===== src/rtl/div_pkg.sv =====
// Shared types and constants for the sequential 16/8 restoring divider.
// Latency: n/a (declarations only). Backpressure: n/a.
package div_pkg;

  localparam int W = 8;
  localparam int STEPS = W;
  localparam logic [7:0] Q_SAT = 8'hFF;

  typedef enum logic [1:0] {
    IDLE,
    CALC,
    DONE
  } state_t;

  typedef struct packed {
    logic [W-1:0] quotient;
    logic [W-1:0] remainder;
    logic         overflow;
    logic         div_by_zero;
  } res_t;

endpackage


===== src/rtl/div_step.sv =====
// One restoring-division step: shift in a dividend bit, subtract the divisor if it fits.
// Latency: combinational. Backpressure: none, pure datapath.
module div_step #(
  parameter int W = 8
) (
  input  logic [W:0]   r_in,
  input  logic         bit_in,
  input  logic [W-1:0] divisor,
  output logic [W:0]   r_out,
  output logic         qbit
);

  logic [W:0] t;
  // R stays below the divisor, so its top bit never carries information.
  logic       r_msb_unused;

  assign r_msb_unused = r_in[W];
  assign t            = {r_in[W-1:0], bit_in};

  always_comb begin
    r_out = t;
    qbit  = 1'b0;
    if (t >= {1'b0, divisor}) begin
      r_out = t - {1'b0, divisor};
      qbit  = 1'b1;
    end
  end

endmodule


===== src/rtl/seq_div_16by8.sv =====
// Iterative 16/8 unsigned restoring divider, one quotient bit per clock.
// Latency: 8 cycles normal, 1 cycle div-by-zero/overflow. Result held until out_ready.
module seq_div_16by8
  import div_pkg::*;
#(
  parameter int W = 8
) (
  input  logic           CLK,
  input  logic           RST_N,
  input  logic           in_valid,
  output logic           in_ready,
  input  logic [2*W-1:0] dividend,
  input  logic [W-1:0]   divisor,
  output logic           out_valid,
  input  logic           out_ready,
  output logic [W-1:0]   quotient,
  output logic [W-1:0]   remainder,
  output logic           overflow,
  output logic           div_by_zero
);

  localparam int CW = $clog2(STEPS);

  state_t        state, state_nxt;
  logic [W:0]    r_q;
  logic [W-1:0]  q_q;
  logic [W-1:0]  dsr_q;
  logic [CW-1:0] cnt;
  logic          flagged;
  logic          ov_q;
  logic          dz_q;
  logic [W:0]    r_nxt;
  logic          qbit;
  logic          accept;
  res_t          res;

  assign accept = in_valid && (state == IDLE);

  div_step #(.W(W)) u_step (
    .r_in    (r_q),
    .bit_in  (q_q[W-1]),
    .divisor (dsr_q),
    .r_out   (r_nxt),
    .qbit    (qbit)
  );

  always_ff @(posedge CLK or negedge RST_N) begin
    if (!RST_N) begin
      state <= IDLE;
    end else begin
      state <= state_nxt;
    end
  end

  // Flagged operations also pass through one CALC cycle (with the datapath frozen)
  // so their result appears one cycle after accept.
  always_comb begin
    state_nxt = state;
    case (state)
      IDLE:    if (in_valid) state_nxt = CALC;
      CALC:    if (flagged || cnt == CW'(STEPS - 1)) state_nxt = DONE;
      DONE:    if (out_ready) state_nxt = IDLE;
      default: state_nxt = IDLE;
    endcase
  end

  always_ff @(posedge CLK or negedge RST_N) begin
    if (!RST_N) begin
      r_q     <= '0;
      q_q     <= '0;
      dsr_q   <= '0;
      cnt     <= '0;
      flagged <= 1'b0;
      ov_q    <= 1'b0;
      dz_q    <= 1'b0;
    end else if (accept) begin
      dsr_q <= divisor;
      cnt   <= '0;
      if (divisor == '0) begin
        flagged <= 1'b1;
        dz_q    <= 1'b1;
        ov_q    <= 1'b0;
        q_q     <= Q_SAT;
        r_q     <= '0;
      end else if (dividend[2*W-1:W] >= divisor) begin
        flagged <= 1'b1;
        dz_q    <= 1'b0;
        ov_q    <= 1'b1;
        q_q     <= Q_SAT;
        r_q     <= '0;
      end else begin
        flagged <= 1'b0;
        dz_q    <= 1'b0;
        ov_q    <= 1'b0;
        q_q     <= dividend[W-1:0];
        r_q     <= {1'b0, dividend[2*W-1:W]};
      end
    end else if (state == CALC && !flagged) begin
      r_q <= r_nxt;
      q_q <= {q_q[W-2:0], qbit};
      cnt <= cnt + 1'b1;
    end
  end

  always_comb begin
    res = '0;
    if (state == DONE) begin
      res.quotient    = q_q;
      res.remainder   = r_q[W-1:0];
      res.overflow    = ov_q;
      res.div_by_zero = dz_q;
    end
  end

  assign in_ready    = (state == IDLE);
  assign out_valid   = (state == DONE);
  assign quotient    = res.quotient;
  assign remainder   = res.remainder;
  assign overflow    = res.overflow;
  assign div_by_zero = res.div_by_zero;

endmodule


===== config.mk =====
export PLATFORM = sky130hd
export DESIGN_NAME = seq_div_16by8
export DESIGN_NICKNAME = d
export VERILOG_FILES = /design/src/rtl/div_pkg.sv /design/src/rtl/div_step.sv /design/src/rtl/seq_div_16by8.sv
export SDC_FILE = /design/constraint.sdc
export NUM_CORES = 1
export LEC_CHECK = 0
export BUFFER_PORTS_ARGS = -buffer_cell sky130_fd_sc_hd__buf_4
export CORE_ASPECT_RATIO = 1.75
export CORE_MARGIN = 10
export CORE_UTILIZATION = 35
export DETAILED_ROUTE_END_ITERATION = 8
export HOLD_SLACK_MARGIN = 0.12
export PLACE_DENSITY = 0.67
export SYNTH_ARGS = -nofsm -noshare
export SYNTH_HDL_FRONTEND = slang
export SYNTH_SLANG_ARGS = --single-unit

===== constraint.sdc =====
create_clock -name CLK -period 4.4 [get_ports CLK]
set_input_delay 1.32 -clock CLK [delete_from_list [all_inputs] [get_ports CLK]]
set_output_delay 1.32 -clock CLK [all_outputs]
set_load 0.005 [all_outputs]

# [Yosys cells after proc, flatten, opt, wreduce, memory -nomap -nowiden]
# Index checks and enable logic that the tools add are counted.
[word_totals] wordCells=47 regBits=32 inputBits=28 out_inout_bits=20
[op_classes] n_mux=21 magnitude_cmp=2 reduce_logical=8 n_addsub=2 n_eq_ne=6
[op_table] op="$mux W8" count=9
[op_table] op="$mux W18" count=1
[op_table] op="$ge A9 B8 Y1" count=1
[op_table] op="$ge A8 B8 Y1" count=1
[op_table] op="$logic_not A8 Y1" count=1
[op_table] op="$sub A8 B8 Y8" count=1
[op_table] op="$mux W2" count=3
[op_table] op="$mux W3" count=2
[op_table] op="$pmux W2 S3" count=1
[op_table] op="$mux W1" count=5
[op_table] op="$ne A2 B2 Y1 const B" count=2
[op_table] op="$add A3 B1 Y3 const B" count=1
[op_table] op="$eq A3 B3 Y1 const B" count=1
[op_table] op="$reduce_and A3 Y1" count=1
[op_table] op="$eq A2 B1 Y1 const B" count=1
[op_table] op="$eq A2 B2 Y1 const B" count=1
[op_table] op="$logic_and A1 B1 Y1" count=2
[op_table] op="$logic_not A2 Y1" count=1
[op_table] op="$ne A2 B1 Y1 const B" count=1
[op_table] op="$reduce_bool A2 Y1" count=1
[op_table] op="$logic_not A1 Y1" count=1
[op_table] op="$logic_or A1 B1 Y1" count=1

# [Longest topological paths before layout]
[logic_depth] word_depth=4 ltp_mapped=8 ltp_nobuf=8

# [Cells and area by module]
# A second synthesis with hierarchy kept.
[hier_totals] cells_unflattened=271 hier_area_um2=2382.3
[by_module_without_submodules] module="seq_div_16by8" instances=1 area_per_inst_um2=1835.5 cells_each=195 seq_area_each_um2=825.8
[by_module_without_submodules] module="div_step" instances=1 area_per_inst_um2=546.8 cells_each=76 seq_area_each_um2=0.0

# [Worst setup path before layout]
# Ideal clock, no wire load.
[synth_path] kind="in2reg" from="input divisor[6]" to="register r_q[0]" n_path_buf=0 required_time_ps=4333 t_arrival_ps=2556 setup_ps=67 slack_ps=1777 stages=7 path_cell_list="inv_1 > ha_1 > a21o_1 > a21oi_1 > o211ai_2 > o21ai_1 > o221a_1"
[synth_between] elab_chain_len=4 elab_cells_between_ends=5 classes_between="1 x order compare; 3 x mux; 1 x reduce/logical"
[synth_lines] item="from (decl)" line_no="seq_div_16by8.sv:13" source="input logic [W-1:0] divisor,"
[synth_lines] item="$ge A8 B8 Y1" line_no="seq_div_16by8.sv:85" source="end else if (dividend[2*W-1:W] >= divisor) begin"
[synth_lines] item="$mux W8" line_no="seq_div_16by8.sv:85"
[synth_lines] item="$mux W8 *" line_no="seq_div_16by8.sv:79" source="if (divisor == '0) begin"
[synth_lines] item="$mux W8 *" line_no="seq_div_16by8.sv:76" source="end else if (accept) begin"
[synth_lines] item="to (signal assigned)" line_no="seq_div_16by8.sv:96" source="r_q <= {1'b0, dividend[2*W-1:W]};"
[synth_lines] item="to (signal assigned)" line_no="seq_div_16by8.sv:99" source="r_q <= r_nxt;"
[synth_lines] item="to (decl)" line_no="seq_div_16by8.sv:25" source="logic [W:0] r_q;"
# Every way passes the cells marked *; elsewhere a longest branch is shown, timed or not.
# A chain may end at the register's enable or synchronous reset.

# [Worst setup path in the final report]
[layout_path] from="register state[1]" to="output remainder[0]"
[layout_between] elab_chain_len=2
[layout_lines] item="from (decl)" line_no="seq_div_16by8.sv:24" source="state_t state, state_nxt;"
[layout_lines] item="from (signal assigned)" line_no="seq_div_16by8.sv:51" source="state <= state_nxt;"
[layout_lines] item="$eq A2 B2 Y1" line_no="seq_div_16by8.sv:107" source="if (state == DONE) begin"
[layout_lines] item="$mux W18" line_no="seq_div_16by8.sv:107"
[layout_lines] item="to (decl)" line_no="seq_div_16by8.sv:17" source="output logic [W-1:0] remainder,"
# Every way passes these cells.

==> qor.csv <==
metric;value;unit
initial_core_util;36.4;%
critPathSlowestCell;dfrtp_1;
fmax;361;MHz
tightest_slew;626;ps
grt.overflow.total;0;
period_share;63.0;%
cts_tree;yes;
drt_iter0_markers;114;
synth-main-ff-cell;dfrtp_1;
die-area;0.00988;mm2
yosysMostFrequentCell;dfrtp_1;
drive_gt1_share;20.1;%
core.rowCount;37;
cp_cell_sequence;nor2b_1 > buf_4 > inv_1 > nor2_1 > buf_4;
ctsRootBufferMaster;clkbuf_8;
power_density;731;mW/mm2
synthArstFlopShare;100;%
vias;1958;
cts_resized;0;
crit_buf_inv;3;
hold_class;flip-flop to flip-flop;
synthToLayoutAreaGrowth;24.7;%
synth_area_leaders;dfrtp_1, ha_1, a21oi_1;
place_ws;1410;ps
yosys_warnings;0;
firstDrtPassIters;4;
hold_violations;0;
yosysTopAreaCell;dfrtp_1;
setup_viol;0;
cp_data_required_time;3080;ps
outcome;completed;
cts_made_buffers;5;
wire_per_inst;15.5;um
post_cts_buffers;0;
fin_util;45.3;%
synth_top_area_share;36.9;%
cts_buffer_depth;2;
power.switching;0.889;mW
die_h;124;um
yosys.area_share.xor_xnor;1.21;%
layout.nets;351;
viasPerCell;5.13;
syn_area_per_cell;8.51;um2
diodes;0;
routed.top_layer;met4;
insertion_delay;280;ps
fill_cells;594;
antenna_left;0;
finClkSkew;3.81;ps
synth_compound_area_share;23.1;%
drv_slew;0;
critPathMostFrequentCell;buf_4;
ys_seq_elements;32;
layout_min_cycle_time;2770;ps
path_class;flip-flop to output port;
yosysSeqAreaShare;36.9;%
swShare;44.9;%
io_buffers;47;
max_stage_delay;430;ps
num_io_pins;48;
grt_pass1_vias;2078;
synth-edff-count;0;
relSlewSlack;58.1;%
synth_top_family_by_area;compound AO/OA/AOI/OAI gates;
syn-num-nets;302;
drt-total-wl;5.94;mm
drv_cap;0;
fin_setup_tns;0;ps
met2_length;3.24;mm
crit_arrival;1450;ps
wl_met1;2.42;mm
synthAdderAreaFrac;11.3;%
crit_family;buffers and inverters;
clkTransAtPathRegs;60;ps
track_usage;12.3;%
gp_congestion;0.805;
syn_inst;255;
synth_simple_gate_area_share;19.8;%
comb_power_share;60.0;%
cts_hold_buf;0;
grt_setup_unrepaired;false;
clock_power_share;12.2;%
synthDistinctLibCells;43;
synthMuxAreaShare;2.82;%
h-tree-depth;2;
clock-sinks;32;
synth.top_cells.by_count;dfrtp_1, nor2_1, nand2_1, a21oi_1, inv_1;
wl_met3;197;um
antenna_found_initial;0;
p_leak;1.33;nW
timing.final.ws_setup;1630;ps
cp-start-kind;flip-flop;
netlist_area;0.00217;mm2
vdd_drop_max;0.000318;V
fp.dieW;79.5;um
hpwl;4.82;mm
fin_hold_ws;489;ps
power.share.sequential;27.8;%
grt_pass1_wl;9.75;mm
grt_max_degree;33;
cp_max_fo;17;
intPower;1.09;mW
core-area;0.00597;mm2
endpoint_kind;output port;
drc;0;
power;1.98;mW
layer usage:
| layer | vias to the layer above | global-route usage (%) |
|---|---|---|
| li1 | 995 | - |
| met1 | 909 | 12.9 |
| met5 | - | 0 |
| met3 | 6 | 2.16 |
| met2 | 48 | 23.7 |
| met4 | 0 | 4.05 |
sequential cells by signal, indices dropped and copies added (netlist names):
signal	flops
cnt	3
dsr_q	8
dz_q	1
flagged	1
ov_q	1
q_q	8
r_q	8
state	2
layout by cell type (no fill, tap or decap), types with 2 or more instances in the layout:
| cell | instances |
|---|---|
| inv_1 | 20 |
| and2_1 | 16 |
| or3_1 | 2 |
| o22ai_1 | 4 |
| ha_1 | 18 |
| a22o_1 | 3 |
| mux2i_1 | 5 |
| a21o_1 | 3 |
| o21ai_1 | 10 |
| dfrtp_1 | 32 |
| clkbuf_8 | 7 |
| nor3_1 | 2 |
| nand3_1 | 2 |
| o31ai_1 | 2 |
| a211oi_1 | 8 |
| nand4_1 | 2 |
| o21ai_0 | 16 |
| nand2_1 | 24 |
| nor2_1 | 28 |
| a21oi_1 | 23 |
| buf_4 | 50 |
| nand2b_1 | 2 |
| xor2_1 | 2 |
| nor4_1 | 2 |
| nor2b_1 | 2 |
| or3b_1 | 2 |
area by class of cell:
type | instances | area, um2 | share of cell area [%]
inverters | 20 | 75.1 | 2.77
multi-input cells | 195 | 1260 | 46.6
repair buffers | 50 | 375 | 13.9
well taps | 78 | 97.6 | 3.60
clock buffers | 7 | 96.3 | 3.56
flip-flops and latches | 32 | 801 | 29.6
power groups by stage:
stage	Sequential [mW]	Combinational [mW]	Clock (mW)
floorplan	0.518	0.877	0
global placement	0.556	1.16	0
global route	0.571	1.35	0.259
finish	0.551	1.19	0.241
CTS	0.551	1.20	0.248
detailed placement	0.555	1.19	0
kinds of logic (layout without fill, tap and decap cells):
| kind of cell | Yosys count | after routing |
|---|---|---|
| buf+inv | 28 | 77 |
| compound gates | 79 | 79 |
| flops | 32 | 32 |
| xor+xnor | 3 | 3 |
| mux | 6 | 6 |
| simple gates | 88 | 88 |
| fa+ha+maj | 19 | 19 |
metrics by stage:
step	cell area [um2]	instances
after global routing	2710	382
after CTS	2710	382
after floorplan	2170	255
after detailed placement	2610	375
after global placement	2610	375
final	2710	382
tightest hold or removal path, stage by stage, from the launching register on:
cell     delay (ps)
dfrtp_1         350
nand2_1          50
o21ai_0          60
final timing paths:
check                                      from              endpoint  slack, ps  depth (start not counted)
max                        state[1]$_DFFE_PN0P_          remainder[0]       1630                          5
min                        dsr_q[6]$_DFFE_PN0P_  dsr_q[6]$_DFFE_PN0P_        490                          2
max reg2reg                  r_q[6]$_DFFE_PN0P_    r_q[1]$_DFFE_PN0P_       1990                          6
min reg2reg                dsr_q[6]$_DFFE_PN0P_  dsr_q[6]$_DFFE_PN0P_        490                          2
max in group asynchronous                 RST_N  state[1]$_DFFE_PN0P_       3130                          1
min in group asynchronous                 RST_N    r_q[6]$_DFFE_PN0P_        970                          1
Note: power is estimated with default switching activity, not from simulation.
